<file path="src/rtl/instr_fetch_unit.sv">
// PC register and instruction fetch stage.
// Fetches one word per instruction over req/ack and resolves beq/bne.
module instr_fetch_unit #(
  parameter logic [31:0] RESET_PC       = 32'h0040_0000,
  parameter int          TIMEOUT_CYCLES = 16,
  parameter int          CNT_WIDTH      = 5
) (
  input  logic        clk_i,
  input  logic        rst_n_i,
  output logic        imem_req_o,
  output logic [31:0] imem_addr_o,
  input  logic        imem_ack_i,
  input  logic [31:0] imem_rdata_i,
  output logic [31:0] instr_o,
  output logic        instr_valid_o,
  output logic [31:0] pc_o,
  output logic [31:0] pc_plus4_o,
  input  logic        advance_i,
  input  logic        branch_eq_i,
  input  logic        branch_ne_i,
  input  logic        zero_i,
  input  logic [31:0] branch_offset_i,
  output logic        fetch_err_o
);

  typedef enum logic [1:0] {
    IDLE,
    REQ,
    HOLD,
    ERR
  } state_t;

  localparam logic [CNT_WIDTH-1:0] CNT_LAST =
    CNT_WIDTH'(TIMEOUT_CYCLES - 1);

  state_t               state;
  state_t               state_nx;
  logic [31:0]          pc;
  logic [31:0]          pc_nx;
  logic [31:0]          instr;
  logic [31:0]          instr_nx;
  logic [CNT_WIDTH-1:0] cnt;
  logic [CNT_WIDTH-1:0] cnt_nx;
  logic                 take;
  logic [31:0]          next_pc;

  always_ff @(posedge clk_i or negedge rst_n_i) begin
    if (!rst_n_i) begin
      state <= IDLE;
      pc    <= RESET_PC;
      instr <= '0;
      cnt   <= '0;
    end else begin
      state <= state_nx;
      pc    <= pc_nx;
      instr <= instr_nx;
      cnt   <= cnt_nx;
    end
  end

  always_comb begin
    state_nx = state;
    pc_nx    = pc;
    instr_nx = instr;
    cnt_nx   = cnt;
    take     = (branch_eq_i & zero_i) |
               (branch_ne_i & ~zero_i);
    next_pc  = pc + 32'd4 +
               (take ? (branch_offset_i << 2) : 32'd0);
    case (state)
      IDLE: begin
        state_nx = REQ;
        cnt_nx   = '0;
      end
      REQ: begin
        // an ack on the last allowed cycle still wins over the timeout
        if (imem_ack_i) begin
          instr_nx = imem_rdata_i;
          cnt_nx   = '0;
          state_nx = HOLD;
        end else if (cnt == CNT_LAST) begin
          state_nx = ERR;
        end else begin
          cnt_nx = cnt + 1'b1;
        end
      end
      HOLD: begin
        if (advance_i) begin
          pc_nx    = next_pc;
          cnt_nx   = '0;
          state_nx = REQ;
        end
      end
      ERR: begin
        state_nx = ERR;
      end
      default: begin
        state_nx = IDLE;
      end
    endcase
  end

  assign imem_req_o    = (state == REQ);
  assign imem_addr_o   = pc;
  assign instr_o       = instr;
  assign instr_valid_o = (state == HOLD);
  assign pc_o          = pc;
  assign pc_plus4_o    = pc + 32'd4;
  assign fetch_err_o   = (state == ERR);

endmodule

</file>
<file path="config.mk">
export PLATFORM = sky130hd
export DESIGN_NAME = instr_fetch_unit
export DESIGN_NICKNAME = d
export VERILOG_FILES = /design/src/rtl/instr_fetch_unit.sv
export SDC_FILE = /design/constraint.sdc
export NUM_CORES = 1
export LEC_CHECK = 0
export BUFFER_PORTS_ARGS = -buffer_cell sky130_fd_sc_hd__buf_2
export CAP_MARGIN = 10
export CORE_ASPECT_RATIO = 1.4
export CORE_UTILIZATION = 46
export CTS_CLUSTER_DIAMETER = 30
export DETAILED_ROUTE_END_ITERATION = 10
export PLACE_DENSITY = 0.79
export SLEW_MARGIN = 30
export SYNTH_ARGS = -nofsm -noshare
export SYNTH_HDL_FRONTEND = slang
export SYNTH_SLANG_ARGS = --single-unit
</file>
<file path="constraint.sdc">
create_clock -name clk_i -period 3.43 [get_ports clk_i]
set_input_delay 0.343 -clock clk_i [delete_from_list [all_inputs] [get_ports clk_i]]
set_output_delay 0.343 -clock clk_i [all_outputs]
set_load 0.01 [all_outputs]
</file>
; ---- After elaboration in Yosys (flattened, before gate mapping)
; Index checks and enable logic that the tools add are counted.
[classes]
n_eq_ne = 7
reduce_logical = 6
mux = 9
add_sub_neg = 3
bitwise_logic = 4
[op_table]
columns = operator, count
row1 = $add 32x3->32 const B, 1
row2 = $add 32x32->32, 1
row3 = $mux 32, 1
row4 = $mux 5, 3
row5 = $pmux 5 s3, 1
row6 = $pmux 2 s4, 1
row7 = $mux 2, 3
row8 = $reduce_and 2->1, 3
row9 = $add 5x1->5 const B, 1
row10 = $eq 5x4->1 const B, 1
row11 = $eq 2x2->1 const B, 2
row12 = $ne 3x1->1 const B, 1
row13 = $ne 3x3->1 const B, 1
row14 = $reduce_and 3->1, 1
row15 = $reduce_bool 3->1, 1
row16 = $and 1x1->1, 2
row17 = $eq 2x1->1 const B, 1
row18 = $logic_not 2->1, 1
row19 = $ne 2x1->1 const B, 1
row20 = $not 1->1, 1
row21 = $or 1x1->1, 1
[totals]
in_bits = 71
wordCells = 33
output_inout_bits = 131
reg_bits = 71

; ---- Logic depth before layout (Yosys ltp)
[depth]
ltp_word = 5
mapped_depth = 15
ltp_nobuf = 15

; ---- Worst setup path after synthesis
; Ideal clock, no wire load.
[synth_path]
path_type = register to register
startpoint = reg pc[4], in the netlist imem_addr_o[4]
endpoint = reg pc[28], in the netlist imem_addr_o[28]
setup_slack_ns = -0.019
setup_ns = 0.087
t_required_ns = 3.343
stages_incl_launch_ff = 15
arrival_time_ns = 3.362
period_less_slack_ns = 3.449
path_buffers = 1
path_cell_list = dfrtp_1 > and4_4 > nand4_4 > inv_1 > and3_1 > xor2_1 > ha_1 > clkbuf_1 > nand3_1 > nor2_1 > a221oi_1 > nand2_1 > or4b_1 > a311o_1 > o211ai_1
[synth_via]
elab_chain_len = 2
[synth_rtl]
columns = item, line_no
row1 = from (decl), 38  ; logic [31:0] pc;
row2 = from (signal assigned), 55  ; pc <= pc_nx;
row3 = $add 32x3->32, --
row4 = named net pc_plus4_o[11], 17  ; output logic [31:0] pc_plus4_o,
row5 = $add 32x32->32, 68  ; next_pc = pc + 32'd4 +
; The timed path passes the listed nets, and every way through them passes these cells.
; A chain may end at the register's enable or synchronous reset.

; ---- Final worst setup path
[layout_path]
startpoint = reg pc[7], in the netlist imem_addr_o[7]
endpoint = reg pc[27], in the netlist imem_addr_o[27]
[layout_via]
elab_chain_len = 2
[layout_rtl]
columns = item, line_no
row1 = $add 32x3->32, 68
row2 = $add 32x32->32, 68
; No other way between the ends.

==> run metrics <==
Routed Antenna Nets=0; setup_tns=0 ps; ANT cells=0; EDFF count, synth=0; pwr dens=828 nW/um^2; Max-Cap Viols=0; Post-Synthesis Cells=598; CTS Sinks=69; DRT Wirelength=14.7 mm; CP Max Fanout=6; Slew headroom=0.520; worst slack at placement=69.8 ps; placed cell areas=6440 um^2; post-synthesis adder-cell area fraction=0.0782; clock network power share=0.169; fmax=0.305 GHz; Via density=~5.4; Seq/Total Area, Yosys=0.321; Seq cells post-synth=69; static leakage=around 3.5 nW; Core Util, Final=0.603; post-detail-place hpwl=around 12 mm; Main synth FF type=dfrtp_1; width of the die=93.4 um; Routed wire per std cell=15.8 um; area of the core=11,300 um^2; PortBufs=193; DRT iter0 DRCs=~270; Setup CP Type=flip-flop to flip-flop; ratio of cells with drive above 1 in the final layout=0.385; largest family of logic cells by synthesized area=simple AND/OR/NAND/NOR gates; Worst Path Arrival=3460 ps; Initial Util=0.474; Setup Viol. Count Final=0; RSZ-0062 raised after global routing=yes; total power draw=5.66 mW; DRC viols=0; H-tree Lvls=3; Sw Pwr=~2.4 mW; min-delay worst type=input port to asynchronous set/reset pin; first-pass GRT wire length=23.3 mm; dominant cells by area after synthesis=dfrtp_1, ha_1, mux2_2, xnor2_1, buf_4; Pre-antenna DRT Iters=4; post-synthesis mux area share=0.0770; post-synthesis xor/xnor area fraction=0.0808; CTS Hold Bufs=0; all-layer global routing usage=0.247; CTS tree=built; post-route setup slack=~150 ps; CP top delay family=compound AO/OA/AOI/OAI gates; mean area per synthesized cell=around 9.0 um^2; Nets=887; Cell Area, Synth=roughly 5400 um^2; failing checks=hold timing; Final Max Tran Viols=0; CP Capture Type=flip-flop; part of the power in combinational logic=0.568; top cell type by total area after synthesis=dfrtp_1; CTS buffer count=9; Layout Area Growth over Synthesis=27.3%; Simple-Gate Fraction of Synth Area=0.198; Synth cell types=58; Reg power frac=0.263; Yosys Warn Count=0; IO Pins=202; Die Y=130 um; CTS clock-pin slew for the worst setup and hold paths=60 ps; GPL Wtd Cong=between 0.9 and 1; VDD IR max=477 uV; CTS max path bufs=2; Crit path largest cell delay=roughly 360 ps; final hold violation count=22; Cell Chain, Critical Path=and4_4 > nand4_4 > inv_2 > nand2_1 > xnor2_2 > ha_1 > buf_4 > and2_1 > a21boi_0 > a2bb2oi_1 > o211ai_1 > a31oi_2 > xor2_1 > o21ai_0; root buffer cell=clkbuf_16; Pint=3.24 mW; Die Area=12,100 um^2; Worst Tran Pin Value=718 ps; post-route cell area=6840 um^2; Compound-Gate Fraction of Synth Area=0.165; remaining global-route overflow=0; status=finished, violations left; Clock Latency Late Sink=330 ps; row cnt=46; largest net degree at the start of global routing=33; final setup skew=7.97 ps; Worst Setup Start Kind=flip-flop; post-synth top area share=0.316; initial antenna violation count=0; asr flop ratio synth=1.00; final period utilization=0.955; Net Sw Frac=0.428; Worst path slowest cell=dfrtp_1; Vias=5,073; vias in the first global route=4,963; CP bufs+invs=2; Period minus WS final=3280 ps; Fin Hold WS=-13.2 ps; worst path required time=approximately 3600 ps
[layer usage]
| layer | wire length (um) | vias to the layer above | GRT usage |
|---|---|---|---|
| li1 | - | 2466 | - |
| met1 | 5740 | 2363 | 0.273 |
| met2 | 7570 | 204 | 0.455 |
| met3 | 922 | 40 | 0.0507 |
| met4 | 517 | 0 | 0.110 |
| met5 | 0 | - | 0 |
[cells in the mapped netlist, drive strengths merged, types with 16 or more instances]
master  number
xnor2       34
nor2        21
inv         17
o21ai       37
ha          32
mux2        35
a21oi       35
buf         41
nand4       18
nand3       18
clkbuf      16
nor2b       35
a21o        22
dfrtp       68
nand2       61
[power by group through the flow]
stage,combinational [mW],clock (mW),sequential (mW)
2_1_floorplan,1.90,0,1.68
3_3_place_gp,3.11,0,1.48
3_5_place_dp,3.16,0,1.49
4_1_cts,3.18,0.975,1.49
5_1_grt,3.54,1.01,1.55
6_report,3.21,0.958,1.49
[cell usage in the layout, fill, tap and decap left out, drive strengths merged, types with 6 or more instances in the layout]
cell type,n
a21oi,35
nand2,61
and3,14
xnor2,34
o211ai,6
and2,6
a21o,22
mux2,35
clkbuf,11
ha,32
dfrtp,68
nand4,18
o21ai,37
nor2,21
xor2,13
inv,18
nor2b,35
nand3,18
conb,6
buf,226
[cell type report]
type / instances / area, um^2
clock buffers: 11 / 253
clock inverters: 5 / 57.6
fillers: 1023 / 4500
inverters: 17 / 63.8
multi-input cells: 460 / 3330
flip-flops and latches: 69 / 1730
well taps: 144 / 180
repair buffers: 226 / 1230
[flip-flops by register name, summed over array words and instances (netlist names)]
signal	count
instr_o	32
cnt	5
state	2
imem_addr_o	30
[cell families after synthesis]
group	count (synthesis)
xor+xnor	48
buf+inv	74
other cells	1
compound gates	140
mux	37
fa+ha+maj	33
simple gates	196
flops	69
[path summary, 6_finish.rpt]
kind                                             from                           to  slack [ps]  cells after the start
max in group asynchronous                     rst_n_i  imem_addr_o[22]$_DFFE_PN1P_        2660                      2
hold / removal                                rst_n_i      instr_o[27]$_DFFE_PN0P_         -10                      1
setup / recovery           imem_addr_o[7]$_DFFE_PN0P_  imem_addr_o[27]$_DFFE_PN0P_         150                     14
hold reg to reg                    cnt[4]$_DFFE_PN0P_           cnt[4]$_DFFE_PN0P_         480                      2
min in group clk_i                   imem_rdata_i[11]      instr_o[11]$_DFFE_PN0P_         240                      2
setup reg to reg           imem_addr_o[7]$_DFFE_PN0P_  imem_addr_o[27]$_DFFE_PN0P_         150                     14
[worst reg2reg max path, cell delays in order (launching register included)]
cell       delay, ps
dfrtp_1          360
and4_4           260
nand4_4          200
inv_2            130
nand2_1          100
xnor2_2          160
ha_1             360
buf_4            180
and2_1           150
a21boi_0         210
a2bb2oi_1        230
o211ai_1         190
a31oi_2          340
xor2_1           180
o21ai_0           80
[repair_timing]
item,CTS,global route
buffers inserted,0,1
gates resized for setup,0,17
endpoints found under the setup margin,0,11
[through the flow]
stage / hold slack (ps) / cells
5_1_grt: 25.4 / 932
3_3_place_gp: 352 / 915
6_report: -13.2 / 932
4_1_cts: 1.58 / 931
2_1_floorplan: 47.4 / 603
3_5_place_dp: 353 / 915
Note: power is estimated with default switching activity, not from simulation.
